[src/rtl/ps2_key_decoder.sv]
// PS/2 scan-code sequencer: turns the receiver's byte stream into make/break
// events and a held-key bitmap for the ten game-control keys. Handles the E0
// and F0 prefixes, swallows the Pause (E1) sequence and abandons a prefix
// that is left waiting too long for its next byte.
module ps2_key_decoder #(
   parameter int TIMEOUT_CYCLES = 2000000,
   parameter int TO_WIDTH       = 21
) (
   input  logic       clk,
   input  logic       rst,
   input  logic       code_valid,
   input  logic [7:0] code_byte,
   output logic [9:0] key_state,
   output logic       ev_valid,
   output logic [3:0] ev_key,
   output logic       ev_pressed,
   output logic       err_timeout
);

   typedef enum logic [2:0] {
      S_IDLE,
      S_EXT,
      S_BRK,
      S_EXT_BRK,
      S_SKIP
   } state_t;

   localparam logic [TO_WIDTH-1:0] TO_LAST = TO_WIDTH'(TIMEOUT_CYCLES - 1);

   // Scan codes per key index; 0-4 are plain codes, 5-9 need the E0 prefix.
   localparam logic [7:0] KEY_CODE [10] = '{
      8'h1D, 8'h1C, 8'h1B, 8'h23, 8'h29,
      8'h75, 8'h6B, 8'h72, 8'h74, 8'h5A
   };

   state_t              state_reg, state_next;
   logic [2:0]          skip_reg, skip_next;
   logic [TO_WIDTH-1:0] to_reg, to_next;
   logic [9:0]          key_state_reg, key_state_next;
   logic                ev_valid_reg, ev_valid_next;
   logic [3:0]          ev_key_reg, ev_key_next;
   logic                ev_pressed_reg, ev_pressed_next;
   logic                err_reg, err_next;

   logic                ext_lookup;
   logic [9:0]          hit_vec;
   logic                hit_any;
   logic [3:0]          hit_idx;
   logic                do_make;
   logic                do_break;

   // The final byte is looked up in the extended half of the table only when
   // it follows an E0 prefix.
   assign ext_lookup = (state_reg == S_EXT) || (state_reg == S_EXT_BRK);

   for (genvar gi = 0; gi < 10; gi++) begin : g_match
      localparam logic IS_EXT = (gi >= 5);
      assign hit_vec[gi] = (code_byte == KEY_CODE[gi]) && (ext_lookup == IS_EXT);
   end

   // Encode the (at most one-hot) match vector into a key index.
   always_comb begin
      hit_any = |hit_vec;
      hit_idx = 4'd0;
      for (int i = 0; i < 10; i++) begin
         if (hit_vec[i]) hit_idx = 4'(i);
      end
   end

   // Prefix sequencing, timeout, and key bitmap / event generation.
   always_comb begin
      state_next      = state_reg;
      skip_next       = skip_reg;
      to_next         = to_reg;
      key_state_next  = key_state_reg;
      ev_valid_next   = 1'b0;
      ev_key_next     = ev_key_reg;
      ev_pressed_next = ev_pressed_reg;
      err_next        = 1'b0;
      do_make         = 1'b0;
      do_break        = 1'b0;

      if (code_valid) begin
         // A byte always wins over a coinciding timeout expiry.
         to_next = '0;
         case (state_reg)
            S_IDLE: begin
               if (code_byte == 8'hE0)      state_next = S_EXT;
               else if (code_byte == 8'hF0) state_next = S_BRK;
               else if (code_byte == 8'hE1) begin
                  state_next = S_SKIP;
                  skip_next  = 3'd7;
               end
               else if (code_byte == 8'hAA) key_state_next = '0;
               else                         do_make = 1'b1;
            end
            S_EXT: begin
               if (code_byte == 8'hF0)      state_next = S_EXT_BRK;
               else if (code_byte != 8'hE0) begin
                  do_make    = 1'b1;
                  state_next = S_IDLE;
               end
            end
            S_BRK, S_EXT_BRK: begin
               do_break   = 1'b1;
               state_next = S_IDLE;
            end
            S_SKIP: begin
               skip_next = skip_reg - 3'd1;
               if (skip_reg <= 3'd1) state_next = S_IDLE;
            end
            default: state_next = S_IDLE;
         endcase
      end
      else if (state_reg != S_IDLE) begin
         if (to_reg == TO_LAST) begin
            state_next = S_IDLE;
            skip_next  = 3'd0;
            to_next    = '0;
            err_next   = 1'b1;
         end
         else begin
            to_next = to_reg + TO_WIDTH'(1);
         end
      end

      // Only transitions of the held bit produce events; repeats are silent.
      if (hit_any && do_make && !key_state_reg[hit_idx]) begin
         key_state_next[hit_idx] = 1'b1;
         ev_valid_next           = 1'b1;
         ev_key_next             = hit_idx;
         ev_pressed_next         = 1'b1;
      end
      if (hit_any && do_break && key_state_reg[hit_idx]) begin
         key_state_next[hit_idx] = 1'b0;
         ev_valid_next           = 1'b1;
         ev_key_next             = hit_idx;
         ev_pressed_next         = 1'b0;
      end
   end

   // State and output registers.
   always_ff @(posedge clk) begin
      if (rst) begin
         state_reg      <= S_IDLE;
         skip_reg       <= 3'd0;
         to_reg         <= '0;
         key_state_reg  <= '0;
         ev_valid_reg   <= 1'b0;
         ev_key_reg     <= 4'd0;
         ev_pressed_reg <= 1'b0;
         err_reg        <= 1'b0;
      end
      else begin
         state_reg      <= state_next;
         skip_reg       <= skip_next;
         to_reg         <= to_next;
         key_state_reg  <= key_state_next;
         ev_valid_reg   <= ev_valid_next;
         ev_key_reg     <= ev_key_next;
         ev_pressed_reg <= ev_pressed_next;
         err_reg        <= err_next;
      end
   end

   assign key_state   = key_state_reg;
   assign ev_valid    = ev_valid_reg;
   assign ev_key      = ev_key_reg;
   assign ev_pressed  = ev_pressed_reg;
   assign err_timeout = err_reg;

endmodule

[config.mk]
export PLATFORM = sky130hd
export DESIGN_NAME = ps2_key_decoder
export DESIGN_NICKNAME = d
export VERILOG_FILES = /design/src/rtl/ps2_key_decoder.sv
export SDC_FILE = /design/constraint.sdc
export NUM_CORES = 1
export LEC_CHECK = 0
export ABC_AREA = 1
export CAP_MARGIN = 20
export CORE_MARGIN = 2
export CORE_UTILIZATION = 50
export DETAILED_ROUTE_END_ITERATION = 8
export PLACE_DENSITY = 0.8
export REMOVE_ABC_BUFFERS = 1
export SLEW_MARGIN = 10
export SYNTH_ARGS = -nofsm -noshare
export SYNTH_HDL_FRONTEND = slang
export SYNTH_SLANG_ARGS = --single-unit
[constraint.sdc]
create_clock -name clk -period 2.6 [get_ports clk]
set_input_delay 0.52 -clock clk [delete_from_list [all_inputs] [get_ports clk]]
set_output_delay 0.52 -clock clk [all_outputs]
set_load 0.005 [all_outputs]
==> results.sh <==
export IMPL_start_util_pct=52.0
export IMPL_grt_max_degree=16
export IMPL_cts_tree="yes"
export IMPL_fp_coreArea_um2=5140
export IMPL_pwr_density_cell_nw_per_um2=360
export IMPL_ys_seq_area_share_pct=33.0
export IMPL_clkTransAtPathRegs_ps=80
export IMPL_htreeDepth=2
export IMPL_dp_hpwl_mm=4.98
export IMPL_drv_cap=0
export IMPL_num_rows=26
export IMPL_setup_viol=0
export IMPL_power_leakage_nw=1.43
export IMPL_min_period_ps=2460
export IMPL_nNetsFinal=488
export IMPL_wl_per_cell_um=11.5
export IMPL_synth_seq_cells=44
export IMPL_drive_above_1_share_pct=17.9
export IMPL_antenna_left=0
export IMPL_cpPeakStageDelay_ps=550
export IMPL_final_util_pct=66.2
export IMPL_yosysTopAreaCell="dfxtp_1"
export IMPL_die_w_um=77.1
export IMPL_cts_root_buf="clkbuf_8"
export IMPL_ir_worst_vdd_v=0.000230
export IMPL_grt_overflow=0
export IMPL_total_power_mw=1.23
export IMPL_r2r_start="state_reg[2]"
export IMPL_totalWireLength_mm=6.26
export IMPL_cp_common_cell="nand2_1"
export IMPL_synthToLayoutAreaGrowth_pct=27.4
export IMPL_dr_pass1_iters=5
export IMPL_crit_fanout=5
export IMPL_hold_start="to_reg[20]"
export IMPL_fin_cells=544
export IMPL_fin_worst_skew_ps=3.19
export IMPL_io_buffer_count=27
export IMPL_grt_pass1_wl_mm=10.8
export IMPL_antenna_found_initial=0
export IMPL_cts_path_max_buffers=2
export IMPL_cts_sinks=44
export IMPL_synth_most_common_cell="nor2_1"
export IMPL_finalHoldViolCount=0
export IMPL_synth_top_area_share_pct=33.0
export IMPL_clkLatencyLatePin_ps=290
export IMPL_vias=2776
export IMPL_dp_cells=537
export IMPL_crit_slowest_cell="clkdlybuf4s50_1"
export IMPL_synthFlopType="dfxtp_1"
export IMPL_ctsResizeCount=0
export IMPL_async_reset_ff_share_pct=0
export IMPL_grtUsageTotal_pct=21.8
export IMPL_drc_errors=0
export IMPL_synthCells=408
export IMPL_postCtsSetupBuffers=0
export IMPL_critical_path_top_delay_family="simple AND/OR/NAND/NOR gates"
export IMPL_max_freq_mhz=406
export IMPL_start_kind="primary input"
export IMPL_worstMarginPinSlew_ps=427
export IMPL_num_io_pins=28
export IMPL_viasPerCell=5.10
export IMPL_fin_setup_tns_ps=0
export IMPL_die_h_um=77.1
export IMPL_busiest_layer="met2"
export IMPL_use_met3_pct=4.00
export IMPL_synthDistinctLibCells=33
export IMPL_avgSynthCellArea_um2=6.55
export IMPL_yosys_warnings=0
export IMPL_cp_end_kind="flip-flop"
export IMPL_cts_inserted_buffers=5
export IMPL_drt_iter0_drc=178
export IMPL_finalCritPeriodShare_pct=94.7
export IMPL_gp_congestion=0.944
export IMPL_crit_type="in2reg"
export IMPL_min_path_type="reg2reg"
export IMPL_synth_common_cells="nor2_1 (81), nand2_1 (76), inv_1 (58)"
export IMPL_syn_area_um2=2670
export IMPL_hold_buffers=0
export IMPL_first_global_vias=2553
export IMPL_max_slew_margin_pct=71.3
export IMPL_dieArea_um2=5940
export IMPL_arrival_ps=2650
export IMPL_synth_area_top_cells="dfxtp_1 (33%), nor2_1 (11%), nand2_1 (11%)"
export IMPL_crit_chain="clkdlybuf4s50_1 > nand2_1 > nor2_4 > nand3_1 > nor2_4 > nor2_4 > nand3_4 > nand2_1 > nand2_1 > nand2_1 > nand2_1 > nand2_2 > nand4_4 > buf_4 > clkinv_2 > a21oi_1 > nor2_1"
export IMPL_slew_violations=0
export IMPL_num_antenna_cells=0
export IMPL_cp_num_buf_inv=3
export IMPL_use_met2_pct=38.5
export IMPL_largest_register_ffs=21
export IMPL_use_met1_pct=26.7
export IMPL_status="finished, final reports clean"
export IMPL_synth_edf_count=0
export IMPL_worstPathRequired_ps=2790
export IMPL_cp_startpoint="code_byte[5]"
## layout by cell type, fill, tap and decap left out, types with 3 or more instances in the layout
master	n
xor2_1	5
nand3_1	15
buf_4	36
nand2_4	5
nor3_1	14
nand4_4	3
inv_1	58
dfxtp_1	44
a211oi_1	3
clkbuf_8	5
nand2_1	75
nor2_1	78
inv_2	4
a21oi_1	21
o21ai_0	19
nand4_1	14
nor4_1	5
ha_1	3
nand2_2	6
clkdlybuf4s50_1	27
nor2_4	4
nor2_2	12
## worst register-to-register path, stage by stage (launching register included)
cell      delay (ps)
dfxtp_1          330
inv_1            150
nand3_1          140
nand2_4          190
inv_4             80
nand2_4           80
nand2_2           60
nor2_4           150
nand3_4          110
nand2_1           80
nand2_1           60
nand2_1           60
nand2_1           60
nand2_2          110
nand4_4          150
buf_4            180
clkinv_2          50
a21oi_1           50
nor2_1           110
## worst paths after layout
check	to	slack [ps]	depth (start not counted)
worst max-delay path	key_state[5]	140	17
worst min-delay path	to_reg[20]	460	1
worst max register to register	key_state[5]	360	18
worst min register to register	to_reg[20]	460	1
## through the flow
stage	setup WS [ps]	cell area [µm²]	hold slack, ps
4_1_cts	104	3370	457
6_report	137	3400	459
2_1_floorplan	429	2650	422
3_5_place_dp	-202	3290	443
3_3_place_gp	-101	3290	436
5_1_grt	-22.0	3400	506
## area by class of cell
type / count / area [µm²]
repair buffers: 64 / 561
multi-input cells: 295 / 1550
flip-flops and latches: 44 / 881
well taps: 70 / 87.6
clock inverters: 2 / 12.5
inverters: 64 / 244
clock buffers: 5 / 68.8
fillers: 472 / 1740
## per-layer routing
layer / up-vias / share of wire [%] / wire length [µm]
met1: 1246 / 45 / 2820
met3: 12 / 4.7 / 295
met2: 79 / 48 / 3030
li1: 1439 / - / -
met5: - / 0 / 0
met4: 0 / 1.9 / 119
## cell families after synthesis
| family | share of synthesized area (%) |
|---|---|
| adder cells (fa/ha/maj) | 1.41 |
| AND/OR/NAND/NOR | 43.7 |
| XOR/XNOR | 1.64 |
| flip-flops | 33.0 |
| AO/OA/AOI/OAI | 10.2 |
| buffers and inverters | 10.1 |
## report_power, final
part / internal, mW / total [mW] / switching, mW / leakage, nW
sequential: 0.679 / 0.683 / 0.00408 / 0.355
combinational: 0.0547 / 0.131 / 0.0762 / 1.04
clock: 0.182 / 0.412 / 0.230 / 0.0400
Power figures use the tool's default switching activity.
